### src/rtl/reg_file_rename.sv
// reg_file_rename
//   Architectural register file with a rename-tag table. The decoder renames
//   rd to a ROB entry on issue and queries rs1/rs2, getting back either a
//   committed value or the ROB tag the source is waiting on. The ROB's commit
//   stream writes values and clears a tag only if it is still the current
//   owner of the register. Rollback clears every tag. Values always hold
//   committed state and are never rolled back.
//
// Ports
//   clk, rst            clock, synchronous active-high reset
//   rdy                 global enable; low holds all state
//   rollback            mispredict flush: clears all busy/tags, drops issue
//   issue_*             rename of rd to issue_rob
//   rs1_*, rs2_*        combinational source queries (with commit forwarding)
//   commit_reg_*        committed register write from the ROB
//   debug_regs          flattened registered values, x31..x0
module reg_file_rename #(
    parameter int ROB_W = 4,
    parameter int XLEN  = 32
) (
    input  logic                 clk,
    input  logic                 rst,
    input  logic                 rdy,
    input  logic                 rollback,
    input  logic                 issue_config,
    input  logic [4:0]           issue_rd,
    input  logic [ROB_W-1:0]     issue_rob,
    input  logic [4:0]           rs1_id,
    output logic [XLEN-1:0]      rs1_value,
    output logic                 rs1_busy,
    output logic [ROB_W-1:0]     rs1_rob,
    input  logic [4:0]           rs2_id,
    output logic [XLEN-1:0]      rs2_value,
    output logic                 rs2_busy,
    output logic [ROB_W-1:0]     rs2_rob,
    input  logic                 commit_reg_config,
    input  logic [4:0]           commit_reg_id,
    input  logic [XLEN-1:0]      commit_reg_value,
    input  logic [ROB_W-1:0]     commit_reg_rob,
    output logic [32*XLEN-1:0]   debug_regs
);

    logic [31:0][XLEN-1:0]  value_q, value_d;
    logic [31:0]            busy_q,  busy_d;
    logic [31:0][ROB_W-1:0] tag_q,   tag_d;

    logic commit_hit;  // commit targets a live register whose tag it still owns
    assign commit_hit = commit_reg_config && (commit_reg_id != 5'd0) &&
                        busy_q[commit_reg_id] && (tag_q[commit_reg_id] == commit_reg_rob);

    always_comb begin
        value_d = value_q;
        busy_d  = busy_q;
        tag_d   = tag_q;
        if (rdy) begin
            // Commit first; a stale tag (younger writer owns rd) still writes
            // the committed value but leaves busy/tag alone.
            if (commit_reg_config && commit_reg_id != 5'd0) begin
                value_d[commit_reg_id] = commit_reg_value;
                if (commit_hit) begin
                    busy_d[commit_reg_id] = 1'b0;
                    tag_d[commit_reg_id]  = '0;
                end
            end
            // Issue afterwards so a same-cycle rename of the same rd wins.
            if (rollback) begin
                busy_d = '0;
                tag_d  = '0;
            end else if (issue_config && issue_rd != 5'd0) begin
                busy_d[issue_rd] = 1'b1;
                tag_d[issue_rd]  = issue_rob;
            end
        end
    end

    always_ff @(posedge clk) begin
        if (rst) begin
            value_q <= '0;
            busy_q  <= '0;
            tag_q   <= '0;
        end else begin
            value_q <= value_d;
            busy_q  <= busy_d;
            tag_q   <= tag_d;
        end
    end

    // Source lookup. Same-cycle commit is forwarded; same-cycle issue is not,
    // since an instruction's sources are read before its own rename.
    always_comb begin
        rs1_value = '0;
        rs1_busy  = 1'b0;
        rs1_rob   = '0;
        if (rs1_id != 5'd0) begin
            if (commit_hit && commit_reg_id == rs1_id) begin
                rs1_value = commit_reg_value;
            end else begin
                rs1_value = value_q[rs1_id];
                rs1_busy  = busy_q[rs1_id];
                rs1_rob   = busy_q[rs1_id] ? tag_q[rs1_id] : '0;
            end
        end
    end

    always_comb begin
        rs2_value = '0;
        rs2_busy  = 1'b0;
        rs2_rob   = '0;
        if (rs2_id != 5'd0) begin
            if (commit_hit && commit_reg_id == rs2_id) begin
                rs2_value = commit_reg_value;
            end else begin
                rs2_value = value_q[rs2_id];
                rs2_busy  = busy_q[rs2_id];
                rs2_rob   = busy_q[rs2_id] ? tag_q[rs2_id] : '0;
            end
        end
    end

    for (genvar i = 0; i < 32; i++) begin : g_dbg
        assign debug_regs[XLEN*i +: XLEN] = value_q[i];
    end

endmodule

### config.mk
export PLATFORM = sky130hd
export DESIGN_NAME = reg_file_rename
export DESIGN_NICKNAME = d
export VERILOG_FILES = /design/src/rtl/reg_file_rename.sv
export SDC_FILE = /design/constraint.sdc
export NUM_CORES = 2
export LEC_CHECK = 0
export CAP_MARGIN = 10
export CORE_AREA = 3 3 448 450
export DETAILED_ROUTE_END_ITERATION = 6
export DIE_AREA = 0 0 451 453
export GPL_TIMING_DRIVEN = 0
export PLACE_DENSITY = 0.6
export REMOVE_ABC_BUFFERS = 1
export SYNTH_ARGS = -nofsm -noshare
export SYNTH_HDL_FRONTEND = slang
export SYNTH_SLANG_ARGS = --single-unit
### constraint.sdc
create_clock -name clk -period 6.5 [get_ports clk]
set_input_delay 1.3 -clock clk [delete_from_list [all_inputs] [get_ports clk]]
set_output_delay 1.3 -clock clk [all_outputs]
set_load 0.03 [all_outputs]
# Word-level counts from Yosys, hierarchy flattened
# Index checks and enable logic that the tools add are counted.
# totals
mem_count	0
register_bits	1184
inputBits	66
romBits	0
latchBits	0
output_inout_bits	1098
wordCells	144
ram_bits	0
# classes
eq_ne	3
shifts	0
order_cmp	6
mux	52
div	0
n_addsub	0
n_reduce_logical	13
n_bitwise	5
multipliers	0
# ops
cell	count
$bwmux 1024	1
$mux 128	5
$mux 32	12
$bmux 32 s5	2
$demux 32 s5	1
$and 128x128->128	1
$bwmux 128	1
$not 128->128	1
$bmux 4 s5	3
$mux 4	11
$demux 4 s5	2
$and 32x32->32	1
$not 32->32	1
$or 32x32->32	1
$lt 5x6->1 const B	4
$reduce_bool 5->1	4
$bmux 1 s5	3
$demux 1 s5	2
$eq 5x5->1	2
$ge 5x1->1 const B	2
$mux 1	9
$logic_and 1x1->1	8
$eq 4x4->1	1
$reduce_and 2->1	1

# Logic depth before layout (Yosys ltp)
# logic_depth
word_depth	12
depth_mapped	14
ltp_nobuf	8

# Worst setup path before layout
# No wires, ideal clock.
# synth_timing
path_type	input-to-output
start	input commit_reg_id[2]
end	output rs2_value[30]
arrival_ns	4.028
stages	13
path_slack_ns	1.172
t_required_ns	5.200
n_path_buf	5
cell_sequence	buf_2 -> or3b_1 -> buf_2 -> buf_6 -> o22ai_1 -> nor4_1 -> mux2i_1 -> xnor2_2 -> and3b_1 -> buf_2 -> buf_2 -> a21oi_1 -> a211oi_1
# synth_between
elab_chain_cells	7
elab_cells_between_ends	13
cone_classes	eq/ne: 2; mux: 6; reduce/logical: 5
# synth_lines
element	line	source
start: declaration	37	input logic [4:0] commit_reg_id,
$bmux 4 s5 (tied with other cells)	49	busy_q[commit_reg_id] && (tag_q[commit_reg_id] == commit_reg_rob);
$mux 4 (implied by the code) (tied with other cells)	49	
$eq 4x4->1 / $logic_and 1x1->1 (equally long branches)	49, 48	
$logic_and 1x1->1	49	
$logic_and 1x1->1 *	110	if (commit_hit && commit_reg_id == rs2_id) begin
$mux 32 *	110	
$mux 32 *	109	if (rs2_id != 5'd0) begin
end: declaration	33	output logic [XLEN-1:0] rs2_value,
# Mark *: on every way between the ends. The rest lies on a longest branch, timed or not. The select of a mux whose other input is x is not followed.

# Worst setup path in the final report
# layout_timing
start	input commit_reg_id[4]
end	output rs2_value[26]
# Same word-level chain as after synthesis.

==> metrics.txt <==
status finished clean; register area share after synthesis a little under two fifths; Worst path max stage delay 0.63 ns; Core Region ~200000 um2; CTS sink cnt between 1000 and 1500; Routed Antenna Nets 0; die area 204000 um2; share of flip-flops with an asynchronous set or reset 0%; Final setup viols 0; fin cells 10300; area growth from synthesis to layout 33.5%; vias in the first global route between 60000 and 70000; multi-input logic area between 30000 and 40000 um2; RSZ-0062 raised after global routing false; clk_skew 0.0397 ns; RePlAce Congestion between 0.9 and 1; startpoint types input pin; Max-slew headroom approximately 11%; drt drc 0; Worst path slowest cell dlygate4sd2_1; Slew Viols, Final 0; io pins approximately 1200; row cnt approximately 160; Setup TNS 0 ns; Max Cap Viol 0; grt ovf 0; share of cells above drive strength 1 19.3%; total power 17.1 mW; clock-pin transition on the worst setup and hold timing paths ~0.06 ns; Fillers roughly 19000; number of nets in the layout 7579; Crit path arrival time just over 5 ns; Hold Slack ~0.48 ns; Pwr Density just over 200 nW/um2; data required time at the worst endpoint 5.20 ns; Crit. End Element output pin; Worst path most repeated cell buf_6; via/cell ratio between 6 and 7; Global Route Usage Sum a little under two fifths; Syn. warnings 0; H-tree depth 4; Achievable Freq between 150 and 200 MHz; Chip Height between 400 and 500 um; HPWL after DPL 278 mm; cell count after synthesis ~6700; Post-synth EDFFs 0; number of synthesized register bits roughly 1200; worst-margin pin slew 1.34 ns; pin count of the biggest net entering global routing between 150 and 200; Initial Util around 32%; CTS tree yes; Peak VDD IR roughly 0.24 mV; worst setup path class input pin to output pin; CTS Root Cell clkbuf_16; drt total wl 406 mm; top_reg_cell synth dfxtp_1; register area ~24000 um2; Clock Latency Late Sink roughly 0.82 ns; synthesized area approximately 63000 um2; Tcrit/Tclk final 99.8%; Die X 451 um; first-pass GRT wire length 540 mm; Final Hold Viols 0; DRT iter0 DRCs roughly 11000; PortBufs roughly 1200; CTS max path bufs 3; r2r setup slk 2.86 ns; distinct cell type count after synthesis 56; via count between 60000 and 70000; Leak roughly 28 nW; placed insts 9972; antenna violations before repair 19; CP max FO 17; post-layout min period ~6.5 ns; Mapped Avg Cell Area roughly 9.4 um2; Hold Path Class register to register; cts bufs inserted about 140; drt pass-1 iters 6; Util after Layout 42.9%; cts hold-fix bufs 0; wire per inst 39.5 um; CP Cell Sequence buf_2, or3b_4, o22ai_1, nor4_1, o22ai_2, xor2_2, nor3_2, buf_6, buf_6, buf_6, buf_6, a21oi_2, a211oi_2, dlygate4sd2_1
critical path: cells and delay by family:
family                 cells  cell delay (ns)
XOR/XNOR                   1             0.20
buffers and inverters      6             1.77
AO/OA/AOI/OAI              4             0.92
AND/OR/NAND/NOR            3             0.95
final timing paths:
path                                                   start                      endpoint  depth (start not counted)
worst max-delay path                        commit_reg_id[4]                 rs2_value[26]                         14
worst min-delay path            debug_regs[719]$_SDFFE_PP0P_  debug_regs[719]$_SDFFE_PP0P_                          2
worst min register to register  debug_regs[719]$_SDFFE_PP0P_  debug_regs[719]$_SDFFE_PP0P_                          2
worst max register to register        tag_q[63]$_SDFFE_PP0P_        tag_q[34]$_SDFFE_PP0P_                          9
flip-flops by register name (all words and copies together) (netlist names):
register,flops
debug_regs,1024
tag_q,128
busy_q,32
where the power goes:
group          internal (mW)  switching, mW  total (mW)
clock network           4.63           3.63        8.25
registers               7.28         0.0329        7.32
logic                  0.476           1.03        1.51
total                   12.4           4.69        17.1
cell usage after synthesis (all sizes together), types with 3 or more instances:
library cell	number	share of area, %
and2	14	0.14
a31o	148	2.0
or2	5	0.049
nand3b	4	0.067
nand2b	7	0.069
nor4	9	0.14
mux2	65	1.2
nand4	47	0.55
a21oi	1060	8.7
nor2b	37	0.37
o31ai	6	0.071
and3	19	0.19
o21ai	35	0.28
nand2	2152	13
mux2i	85	1.3
dfxtp	1184	37
nor3	18	0.14
nor2	189	1.1
o22ai	35	0.35
nand3	21	0.17
inv	35	0.21
clkbuf	559	3.3
or3b	3	0.042
mux4	741	26
xnor2	6	0.11
a211oi	64	1.2
buf	133	1.2
xor2	8	0.11
repair_timing:
item | 4_1_cts | 5_1_grt
cloned | 8 | 2
endpoints found under the setup margin | 74 | 54
resized for setup | 88 | 34
buffers inserted | 20 | 0
pin swaps | 11 | 1
per-layer routing:
metal  global-route usage (%)  part of all wire, %  vias to the layer above
met1                     42.4                   31                    32100
met3                     14.9                   14                     1578
li1                         -                    -                    25500
met4                     35.6                   12                       16
met2                     56.0                   42                     5913
met5                    0.303                0.041                        -
layout by cell type, fill, tap and decap left out, types with 9 or more instances in the layout:
master,count
inv_1,34
diode_2,10
clkinv_2,15
nand4_1,38
clkbuf_2,10
o22ai_1,34
a211oi_2,52
nor2b_1,37
nand2_4,31
a31o_1,148
buf_12,63
and3_1,19
buf_6,22
a21oi_1,1000
clkdlybuf4s50_1,1097
mux4_2,741
dlygate4sd2_1,20
and2_1,11
mux2i_1,85
clkbuf_16,148
buf_2,12
nor2_1,153
clkbuf_1,46
o21ai_0,34
buf_4,23
nor2_4,35
nand2_1,2117
a21oi_2,60
nand4_2,9
mux2_2,65
buf_16,62
buf_8,21
nand3_1,20
dfxtp_1,1184
clkbuf_8,23
nor3_1,14
stage by stage:
| stage | worst slack [ns] | area, um2 |
|---|---|---|
| 3_3_place_gp | -50.45 | 75400 |
| 3_5_place_dp | -2.31 | 79100 |
| 6_report | 0.0148 | 84500 |
| 4_1_cts | 0.00271 | 84300 |
| 5_1_grt | 0.00427 | 84500 |
| 2_1_floorplan | -1.58 | 60500 |
area by class of cell:
cell class              count  share of cell area, %
clock inverters            41                  0.640
inverters                  35                  0.156
flip-flops and latches   1184                   28.1
repair buffers           1350                   18.2
well taps                2640                   3.91
diodes                     10                 0.0296
multi-input cells        4799                   44.1
clock buffers             214                   4.87
kinds of logic after synthesis:
family                 after synthesis  synth area share [%]
AO/OA/AOI/OAI                     1360                  12.9
XOR/XNOR                            14                 0.217
buffers and inverters              727                  4.68
flip-flops                        1184                  37.5
multiplexers                       891                  28.9
AND/OR/NAND/NOR                   2532                  15.9
Power figures use the tool's default switching activity.
